**config.mk**
```make
export PLATFORM = sky130hd
export DESIGN_NAME = eeprom_boot_loader
export DESIGN_NICKNAME = d
export VERILOG_FILES = /design/src/rtl/eeprom_pkg.sv /design/src/rtl/eeprom_boot_loader.sv
export SDC_FILE = /design/constraint.sdc
export NUM_CORES = 1
export LEC_CHECK = 0
export BUFFER_PORTS_ARGS = -buffer_cell sky130_fd_sc_hd__buf_2
export CORE_ASPECT_RATIO = 0.5
export CORE_MARGIN = 2
export CORE_UTILIZATION = 61
export DETAILED_ROUTE_END_ITERATION = 7
export PLACE_DENSITY = 0.84
export SLEW_MARGIN = 15
export SYNTH_ARGS = -nofsm -noshare
export SYNTH_HDL_FRONTEND = slang
export SYNTH_SLANG_ARGS = --single-unit
export TNS_END_PERCENT = 50
```
**constraint.sdc**
```tcl
create_clock -name clk -period 3.5 [get_ports clk]
set_input_delay 0.175 -clock clk [delete_from_list [all_inputs] [get_ports clk]]
set_output_delay 0.175 -clock clk [all_outputs]
set_load 0.005 [all_outputs]
```
**src/rtl/eeprom_pkg.sv**
```systemverilog
// Shared definitions for the EEPROM boot path.
// Holds the boot sequencer state encoding, error codes, boot header field
// offsets, the default header magic byte and the running checksum helper.
package eeprom_pkg;

  typedef enum logic [3:0] {
    ST_IDLE      = 4'd0,
    ST_HDR_REQ   = 4'd1,
    ST_HDR_WAIT  = 4'd2,
    ST_HDR_CHECK = 4'd3,
    ST_PG_REQ    = 4'd4,
    ST_PG_WAIT   = 4'd5,
    ST_CHECK     = 4'd6,
    ST_DONE      = 4'd7,
    ST_FAIL      = 4'd8
  } boot_state_e;

  typedef enum logic [1:0] {
    ERR_NONE = 2'd0,
    ERR_HDR  = 2'd1,
    ERR_CSUM = 2'd2,
    ERR_TMO  = 2'd3
  } boot_err_e;

  // Header layout in page 0: magic, page count, checksum, reserved (byte 3,
  // read but not stored).
  localparam logic [7:0] HDR_OFF_MAGIC  = 8'd0;
  localparam logic [7:0] HDR_OFF_NPAGES = 8'd1;
  localparam logic [7:0] HDR_OFF_CSUM   = 8'd2;
  localparam logic [7:0] HDR_BYTES      = 8'd4;

  localparam logic [7:0] MAGIC_DEFAULT = 8'hE0;

  // 8-bit additive checksum step (wraps modulo 256).
  function automatic logic [7:0] csum_add(input logic [7:0] acc, input logic [7:0] b);
    return acc + b;
  endfunction

endpackage

```
**src/rtl/eeprom_boot_loader.sv**
```systemverilog
// eeprom_boot_loader: copies a boot image from an I2C EEPROM into on-chip
// memory after reset by sequencing a read_eeprom block.
//
// Ports:
//   clk, reset        system clock, synchronous active-high reset
//   start             begin a boot load (sampled only when idle)
//   busy              load in progress
//   done              image loaded and checksum good (level, until next start)
//   error             0 none, 1 bad header, 2 checksum, 3 timeout/short read
//   ee_slave_addr     EEPROM I2C address (constant)
//   ee_page_addr      page index of the current read request
//   ee_nbytes         byte count of the current read request
//   ee_start          one-cycle read request pulse
//   ee_data           byte from the reader
//   ee_byte_ready     one-cycle strobe qualifying ee_data
//   ee_busy           reader busy
//   mem_we            one-cycle memory word write strobe
//   mem_addr          memory word address
//   mem_wdata         {even byte, odd byte} of the payload pair
module eeprom_boot_loader
  import eeprom_pkg::*;
#(
  parameter int          PAGE_BYTES = 32,
  parameter logic [6:0]  SLAVE_ADDR = 7'h50,
  parameter logic [7:0]  MAGIC      = MAGIC_DEFAULT,
  parameter logic [15:0] LOAD_BASE  = 16'h0000,
  parameter int          TIMEOUT    = 1 << 20
) (
  input  logic        clk,
  input  logic        reset,
  input  logic        start,
  output logic        busy,
  output logic        done,
  output logic [1:0]  error,
  output logic [6:0]  ee_slave_addr,
  output logic [15:0] ee_page_addr,
  output logic [7:0]  ee_nbytes,
  output logic        ee_start,
  input  logic [7:0]  ee_data,
  input  logic        ee_byte_ready,
  input  logic        ee_busy,
  output logic        mem_we,
  output logic [15:0] mem_addr,
  output logic [15:0] mem_wdata
);

  localparam int              WD_W         = $clog2(TIMEOUT + 1);
  localparam logic [WD_W-1:0] WD_LIMIT     = WD_W'(TIMEOUT);
  localparam logic [WD_W-1:0] WD_ONE       = WD_W'(1);
  localparam logic [7:0]      PAGE_BYTES_B = 8'(PAGE_BYTES);

  boot_state_e     state_r, state_nxt_s;
  boot_err_e       fail_code_r, fail_code_s;
  logic [7:0]      page_r;
  logic [7:0]      npages_r;
  logic [7:0]      magic_r;
  logic [7:0]      csum_r;
  logic [7:0]      sum_r;
  logic [7:0]      hold_r;
  logic [7:0]      byte_idx_r;
  logic            busy_seen_r;
  logic [WD_W-1:0] wd_r;
  logic            wd_expired_s;
  logic            read_end_s;

  // Next-state decode and failure cause selection.
  always_comb begin
    state_nxt_s  = state_r;
    fail_code_s  = fail_code_r;
    wd_expired_s = (wd_r >= WD_LIMIT);
    // A read is over only once the reader has been seen busy and is idle again;
    // this skips the cycle(s) before ee_busy rises after ee_start.
    read_end_s   = busy_seen_r && !ee_busy;
    case (state_r)
      ST_IDLE: begin
        if (start) begin
          state_nxt_s = ST_HDR_REQ;
        end else begin
          state_nxt_s = ST_IDLE;
        end
      end
      ST_HDR_REQ: begin
        if (!ee_busy) begin
          state_nxt_s = ST_HDR_WAIT;
        end else begin
          state_nxt_s = ST_HDR_REQ;
        end
      end
      ST_HDR_WAIT: begin
        if (wd_expired_s) begin
          state_nxt_s = ST_FAIL;
          fail_code_s = ERR_TMO;
        end else if (read_end_s) begin
          state_nxt_s = ST_HDR_CHECK;
        end else begin
          state_nxt_s = ST_HDR_WAIT;
        end
      end
      ST_HDR_CHECK: begin
        if ((magic_r != MAGIC) || (npages_r == 8'd0)) begin
          state_nxt_s = ST_FAIL;
          fail_code_s = ERR_HDR;
        end else begin
          state_nxt_s = ST_PG_REQ;
        end
      end
      ST_PG_REQ: begin
        state_nxt_s = ST_PG_WAIT;
      end
      ST_PG_WAIT: begin
        if (wd_expired_s) begin
          state_nxt_s = ST_FAIL;
          fail_code_s = ERR_TMO;
        end else if (read_end_s) begin
          if (byte_idx_r != PAGE_BYTES_B) begin
            state_nxt_s = ST_FAIL;
            fail_code_s = ERR_TMO;
          end else if (page_r == npages_r) begin
            state_nxt_s = ST_CHECK;
          end else begin
            state_nxt_s = ST_PG_REQ;
          end
        end else begin
          state_nxt_s = ST_PG_WAIT;
        end
      end
      ST_CHECK: begin
        if (sum_r == csum_r) begin
          state_nxt_s = ST_DONE;
        end else begin
          state_nxt_s = ST_FAIL;
          fail_code_s = ERR_CSUM;
        end
      end
      ST_DONE: state_nxt_s = ST_IDLE;
      ST_FAIL: state_nxt_s = ST_IDLE;
      default: state_nxt_s = ST_IDLE;
    endcase
  end

  // State register, datapath and registered outputs.
  always_ff @(posedge clk) begin
    if (reset) begin
      state_r       <= ST_IDLE;
      fail_code_r   <= ERR_NONE;
      page_r        <= 8'd0;
      npages_r      <= 8'd0;
      magic_r       <= 8'd0;
      csum_r        <= 8'd0;
      sum_r         <= 8'd0;
      hold_r        <= 8'd0;
      byte_idx_r    <= 8'd0;
      busy_seen_r   <= 1'b0;
      wd_r          <= '0;
      busy          <= 1'b0;
      done          <= 1'b0;
      error         <= 2'd0;
      ee_slave_addr <= SLAVE_ADDR;
      ee_page_addr  <= 16'd0;
      ee_nbytes     <= 8'd0;
      ee_start      <= 1'b0;
      mem_we        <= 1'b0;
      mem_addr      <= 16'd0;
      mem_wdata     <= 16'd0;
    end else begin
      state_r       <= state_nxt_s;
      fail_code_r   <= fail_code_s;
      ee_slave_addr <= SLAVE_ADDR;
      ee_start      <= 1'b0;
      mem_we        <= 1'b0;
      // Address advances after each word write (wraps at 16 bits).
      if (mem_we) begin
        mem_addr <= mem_addr + 16'd1;
      end
      case (state_r)
        ST_IDLE: begin
          if (start) begin
            busy     <= 1'b1;
            done     <= 1'b0;
            error    <= ERR_NONE;
            page_r   <= 8'd0;
            mem_addr <= LOAD_BASE;
            sum_r    <= 8'd0;
          end
        end
        ST_HDR_REQ: begin
          if (!ee_busy) begin
            ee_start     <= 1'b1;
            ee_page_addr <= 16'd0;
            ee_nbytes    <= HDR_BYTES;
            wd_r         <= '0;
            busy_seen_r  <= 1'b0;
            byte_idx_r   <= 8'd0;
          end
        end
        ST_HDR_WAIT: begin
          wd_r <= wd_r + WD_ONE;
          if (ee_busy) begin
            busy_seen_r <= 1'b1;
          end
          if (ee_byte_ready) begin
            byte_idx_r <= byte_idx_r + 8'd1;
            case (byte_idx_r)
              HDR_OFF_MAGIC:  magic_r  <= ee_data;
              HDR_OFF_NPAGES: npages_r <= ee_data;
              HDR_OFF_CSUM:   csum_r   <= ee_data;
              default: ;
            endcase
          end
        end
        ST_HDR_CHECK: begin
          page_r <= 8'd1;
        end
        ST_PG_REQ: begin
          ee_start     <= 1'b1;
          ee_page_addr <= {8'h00, page_r};
          ee_nbytes    <= PAGE_BYTES_B;
          wd_r         <= '0;
          busy_seen_r  <= 1'b0;
          byte_idx_r   <= 8'd0;
        end
        ST_PG_WAIT: begin
          wd_r <= wd_r + WD_ONE;
          if (ee_busy) begin
            busy_seen_r <= 1'b1;
          end
          if (ee_byte_ready) begin
            sum_r      <= csum_add(sum_r, ee_data);
            byte_idx_r <= byte_idx_r + 8'd1;
            // Even byte is held; odd byte completes a big-endian word.
            if (!byte_idx_r[0]) begin
              hold_r <= ee_data;
            end else begin
              mem_wdata <= {hold_r, ee_data};
              mem_we    <= 1'b1;
            end
          end
          if (state_nxt_s == ST_PG_REQ) begin
            page_r <= page_r + 8'd1;
          end
        end
        ST_CHECK: begin
          busy <= 1'b1;
        end
        ST_DONE: begin
          done <= 1'b1;
          busy <= 1'b0;
        end
        ST_FAIL: begin
          error <= fail_code_r;
          busy  <= 1'b0;
        end
        default: begin
          busy <= 1'b0;
        end
      endcase
    end
  end

endmodule

```
==> results.md, run 1 <==
- Filler cell count in the final layout: 721
- Worst setup SP type: flop
- Seq cells post-synth: 132
- Synth unique cells: 64
- Max Slew Vio Count: 0
- Die ar.: 10900 sq um
- Yosys top cell by area: dfxtp_1
- Crit-path max cell delay: around 900 ps
- Cell with the most instances after synthesis: dfxtp_1
- Initial antenna violation count: 0
- Tightest Hold Check Type: in2reg
- Leak: slightly below 3 nW
- Placement Setup Slack: around 850 ps
- Register-to-register setup slack: slightly below 800 ps
- Register area: ~2600 sq um
- Synthesized cell area: just over 6000 sq um
- Element type at the critical path end: flop
- Mapped Cells: ~700
- Num ports: around 80
- RSZ-0062 raised after global routing: no
- Critical path required time: approximately 3800 ps
- Final period util: approximately 80%
- Critical path capture point: byte_idx_r[5]
- Final Hold Violating Endpoints: 0
- DR pass1 iterations: 5
- Placed cell area: 6410 sq um
- CTS Buf Count: 17
- Largest net degree at the start of global routing: 65
- Max clock buf depth: 2
- Initial Util: a little under two thirds
- Crit path cell chain: or3b_2 > a221oi_1 > nand4_1 > xor2_1 > nor2_1
- Power per cell area: 503 nW/um^2
- FFs w/ async S/R, synth: 0%
- Min Tclk post-route: roughly 2700 ps
- Share of post-route cells with drive strength above 1: roughly 14%
- Worst vdd ir: 0.431 mV
- Slowest CP cell: a221oi_1
- DP Cell Count: 872
- Synthesized area per cell: 8.71 sq um
- WL per Instance: 15.1 um
- Die X: around 150 um
- Status: finished, final reports clean
- First-pass GRT wire length: 22500 um
- Setup crit start: state_r[1]
- Area of the multi-input gates: roughly 3200 sq um
- Die span in y: 74.8 um
- Ant diodes: 0
- Clk Latency, worst-skew pair: 420 ps
- Max Freq: between 300 and 400 MHz
- Cell Count, Final, Fillers Out: 904
- Max Clock Skew: between 10 and 15 ps
- Hold-fix buffers, CTS: 0
- Via density: ~5.7
- Worst Slack Setup Final: roughly 770 ps
- Kind of critical path: reg2reg
- Number of flops mapped to enable cells by yosys: 0
- Layout area overhead: 14.9%
- Max_cap viols: 0
- CTS tree: done
- Total grt overflow: 0
- Worst Min Path Start: start
- CTS sink count: 132
- Post-DP HPWL: between 8000 and 9000 um
- Critical path fanouts, max: 18
- Final Core Density: between 70% and 80%
- GPL Wtd Cong: between 0.9 and 1
- Area share of the largest cell type after synthesis: between 40% and 50%
- Clk slew on worst S/H paths: 60 ps
- Main flop type after synthesis: dfxtp_1
- Tot Pwr: about 3.5 mW
- Core Box Area: between 9000 and 10000 sq um
- Final Cell Area: roughly 7000 sq um
- Yosys warnings: 0
- H-tree Lvls: 4
- Final TNS setup: 0 ps
- Final setup fails: 0
- Setup Buffers After CTS: 0
- Site Rows: 25
- Via count: 5138
- Worst r2r src: state_r[1]
- GRT Total Usage: about a quarter
- Final wirelength: 13600 um
- Sequential cell area fraction in the yosys report: a little over two fifths
- Post-CTS resize count: 0
- IO buf count: 60
- Vias in the first global route: ~4600
- Worst Hold Slack: 60.5 ps
- Drt drc: 0
- Nets: 785
- Synth top area cells: dfxtp_1, nor2_1, xor2_1
- Worst R2R Path Depth: 5
- Relative slew slack: between 30% and 40%
- Top post-synthesis cells by count: dfxtp_1, nor2_1, nand2_1
- Critical Path AT: 2980 ps
- DRT iter0 DRCs: around 400
- ANT nets after route: 0
- Worst r2r dst: byte_idx_r[5]
- Root Buffer: clkbuf_16
- Worst slew pin tran: around 1000 ps
[per-layer routing]
metal,part of all wire (%),track usage (%),vias to the layer above
met5,0,0,-
met3,6.4,7.21,14
li1,-,-,2512
met1,47,33.3,2444
met2,45,43.9,168
met4,1.0,8.61,0
[worst min path at each step]
stage | to | slack [ps] | cells past startpoint
floorplan | hold_r[0] | 310 | 2
global placement | done | 440 | 2
detailed placement | mem_wdata[13] | 440 | 2
CTS | busy | 50 | 3
global route | busy | 60 | 3
finish | busy | 60 | 3
[report_power, final]
| group | internal [mW] | leakage, nW | total (mW) | switching [mW] |
|---|---|---|---|---|
| clock network | 1.15 | 0.300 | 1.85 | 0.694 |
| registers | 1.51 | 1.06 | 1.53 | 0.0168 |
| logic | 0.0485 | 1.57 | 0.157 | 0.108 |
[critical path, delay by kind of cell, from the launching register on]
kind	cells	cell delay (ps)
flip-flops	1	660
XOR/XNOR	1	180
AND/OR/NAND/NOR	3	840
AO/OA/AOI/OAI	1	900
[area by class of cell]
cell class | count | share of cell area (%)
Tap cell | 135 | 2.40
Clock buffer | 19 | 6.30
Timing Repair Buffer | 65 | 4.81
Multi-Input combinational cell | 526 | 45.7
Clock inverter | 13 | 2.40
Sequential cell | 132 | 37.6
Inverter | 14 | 0.748
[flip-flops by register name, summed over array words and instances, names as in the netlist]
name	count
magic_r	8
mem_we	1
page_r	8
mem_wdata	16
fail_code_r	2
mem_addr	16
sum_r	8
npages_r	8
ee_start	1
error	2
busy_seen_r	1
csum_r	8
busy	1
hold_r	8
ee_page_addr	8
state_r	4
ee_nbytes	2
byte_idx_r	8
wd_r	21
done	1
[placed cells by master (no fill, tap or decap), types with 15 or more instances in the layout]
cell       instances
dfxtp_1          132
nand2_1           78
a21oi_1           48
conb_1            21
mux2i_1           23
clkbuf_16         17
xor2_1            37
buf_2             60
ha_1              15
nand3_1           20
xnor2_1           22
nor2_1           106
[cell families after synthesis]
kind of cell | count (synthesis) | synth area share (%)
other | 2 | 0.123
AND/OR/NAND/NOR | 290 | 22.7
AO/OA/AOI/OAI | 116 | 12.7
multiplexers | 24 | 3.95
XOR/XNOR | 59 | 8.45
buffers and inverters | 63 | 5.48
flip-flops | 132 | 43.2
adder cells (fa/ha/maj) | 16 | 3.40
No activity file was read; power rests on OpenSTA's default activity.
==> inputs of run 2 (changes only) <==
CORE_UTILIZATION = 52   (was 61)
PLACE_DENSITY = 0.76   (was 0.84)
clock period = 2.25 ns   (was 3.5 ns; I/O delays follow)
==> run 2 against run 1 <==
Setup slack lost 750 ps. Register-to-register slack lost 750 ps. First-iteration DRC count down 9.4%. Via count up 3.0%. Flip-flop and latch count stayed put. Final area is 7.2% higher. Critical path type unchanged. Largest cell class unchanged. Largest power group unchanged. Highest routed layer unchanged.
==> results.md, run 2 (synthesis gave the netlist of run 1 again) <==
- Internal power: 4.06 mW
- First-pass GRT wire length: 23900 um
- Initial antenna violation count: 0
- Worst Hold Slack: between 15 and 20 ps
- Final Cell Area: between 7000 and 8000 sq um
- Sw Ratio: between 20% and 30%
- Layout area overhead: 23.2%
- Worst vdd ir: between 0.5 and 0.6 mV
- H-tree Lvls: 4
- CTS Buf Count: 17
- Most frequent cells in the layout: dfxtp_1, nor2_1, nand2_1
- Vias in the first global route: 4919
- Critical path fanouts, max: 6
- CTS tree: done
- Nets: ~840
- Max FFs per register: 21
- Filler cell count in the final layout: about 900
- Kind of critical path: reg2reg
- Initial Util: 54.5%
- Worst setup SP type: flop
- Largest net degree at the start of global routing: 31
- Total grt overflow: 0
- Via count: around 5300
- Clk Latency, worst-skew pair: between 400 and 500 ps
- Area of the multi-input gates: 3340 sq um
- Max Freq: roughly 450 MHz
- IO buf count: 60
- Critical Path AT: about 2600 ps
- Clock Power Share: 50.3%
- Clk slew on worst S/H paths: about 60 ps
- Element type at the critical path end: flop
- DR pass1 iterations: 5
- Register area: approximately 2600 sq um
- Final Hold Violating Endpoints: 0
- Leak: ~3.2 nW
- Status: finished, final reports clean
- Max Clock Skew: slightly above 9 ps
- GPL Wtd Cong: slightly below 0.9
- Power per cell area: 718 nW/um^2
- Die ar.: 12700 sq um
- Worst slew pin tran: ~570 ps
- Final wirelength: around 15000 um
- ANT nets after route: 0
- Max_cap viols: 0
- Via density: 5.41
- Max Slew Vio Count: 0
- Die X: about 160 um
- Max clock buf depth: 2
- Drt drc: 0
- Relative slew slack: approximately three fifths
- Min Tclk post-route: 2230 ps
- Ant diodes: 0
- CTS sink count: approximately 130
- GRT Total Usage: a little under a quarter
- Final setup fails: 0
- Core Box Area: roughly 11000 sq um
- DRT iter0 DRCs: about 360
- Seq pwr share: 43.8%
- Biggest register: wd_r
- RSZ-0062 raised after global routing: yes
- Root Buffer: clkbuf_16
- Critical path required time: between 2000 and 3000 ps
- WL per Instance: 14.9 um
- Final period util: a little under 100%
- Num ports: 82
- Tightest Hold Check Type: in2reg
- Post-DP HPWL: 9750 um
- NetSw: around 1.4 mW
- Most common cell after layout, fill and taps aside: dfxtp_1
- Site Rows: 27
- Share of post-route cells with drive strength above 1: a little over a fifth
- Placed cell area: about 6800 sq um
- Comb power frac: between 5 and 6%
- Top Registers: wd_r (21), mem_addr (16), mem_wdata (16)
- Die span in y: 80.7 um
-- run 2: cell types whose count changed in the layout (fill, tap and decap cells not counted), sizes merged, moves of 2 or more --
cell | before | now
buf | 65 | 111
bufinv | 3 | 1
clkinv | 3 | 5
dlygate4sd3 | 0 | 3
inv | 20 | 22
-- run 2: stage by stage --
| stage | instances | util [%] | setup slack, ps | power (mW) | setup TNS, ps |
|---|---|---|---|---|---|
| after global placement | 939 | 60.3 | -37.1 | 2.71 | -113 |
| after floorplan | 721 | - | 9.05 | 2.62 | 0 |
| after CTS | 978 | 66.4 | -16.8 | 5.43 | -18.2 |
| after global routing | 978 | 67.2 | -62.9 | 5.57 | -188 |
| after detailed placement | 939 | 60.3 | -106 | 2.72 | -643 |
| final | 978 | 67.2 | 18.1 | 5.41 | 0 |
-- run 2: path summary, 6_finish.rpt --
check | depth (start not counted) | from | to | slack, ps
hold reg to reg | 2 | mem_wdata[4] | mem_wdata[4] | 450
setup reg to reg | 6 | byte_idx_r[3] | page_r[5] | 20
setup / recovery | 6 | byte_idx_r[3] | page_r[5] | 20
hold / removal | 3 | ee_data[0] | mem_wdata[0] | 20
-- run 2: power groups by stage --
stage                     sequential, mW  combinational, mW  clock [mW]
after floorplan                     2.42              0.199           0
after global placement              2.42              0.290           0
after detailed placement            2.42              0.294           0
after CTS                           2.37              0.306        2.75
after global routing                2.37              0.346        2.85
final                               2.37              0.316        2.72
-- run 2: critical path, cell delays in order, from the launching register on --
cell      delay, ps
dfxtp_1         310
or4_4           570
o31ai_4         230
a22oi_2         100
a211o_4         360
or4_1           490
a21boi_2        120
-- run 2: metal layers --
layer / vias to the layer above / global-route usage (%) / part of all wire [%]
met2: 149 / 38.7 / 45
met3: 12 / 6.21 / 5.8
met5: - / 0 / 0
li1: 2609 / - / -
met4: 0 / 7.91 / 0.89
met1: 2520 / 31.4 / 48
-- run 2: cell type report --
class                           instances  share of cell area (%)
Multi-Input combinational cell        527                    44.4
Sequential cell                       132                    35.1
Timing Repair Buffer                  114                    9.47
Clock buffer                           18                    5.83
Tap cell                              159                    2.64
Clock inverter                         14                    1.89
Inverter                               14                   0.697
-- run 2: repair_timing --
action,CTS,global route
pin swaps,1,9
resized for setup,8,18
setup buffers,3,0
hold buffers,3,0
setup endpoints to repair,9,38
hold endpoints to repair,3,0
gates cloned,1,0
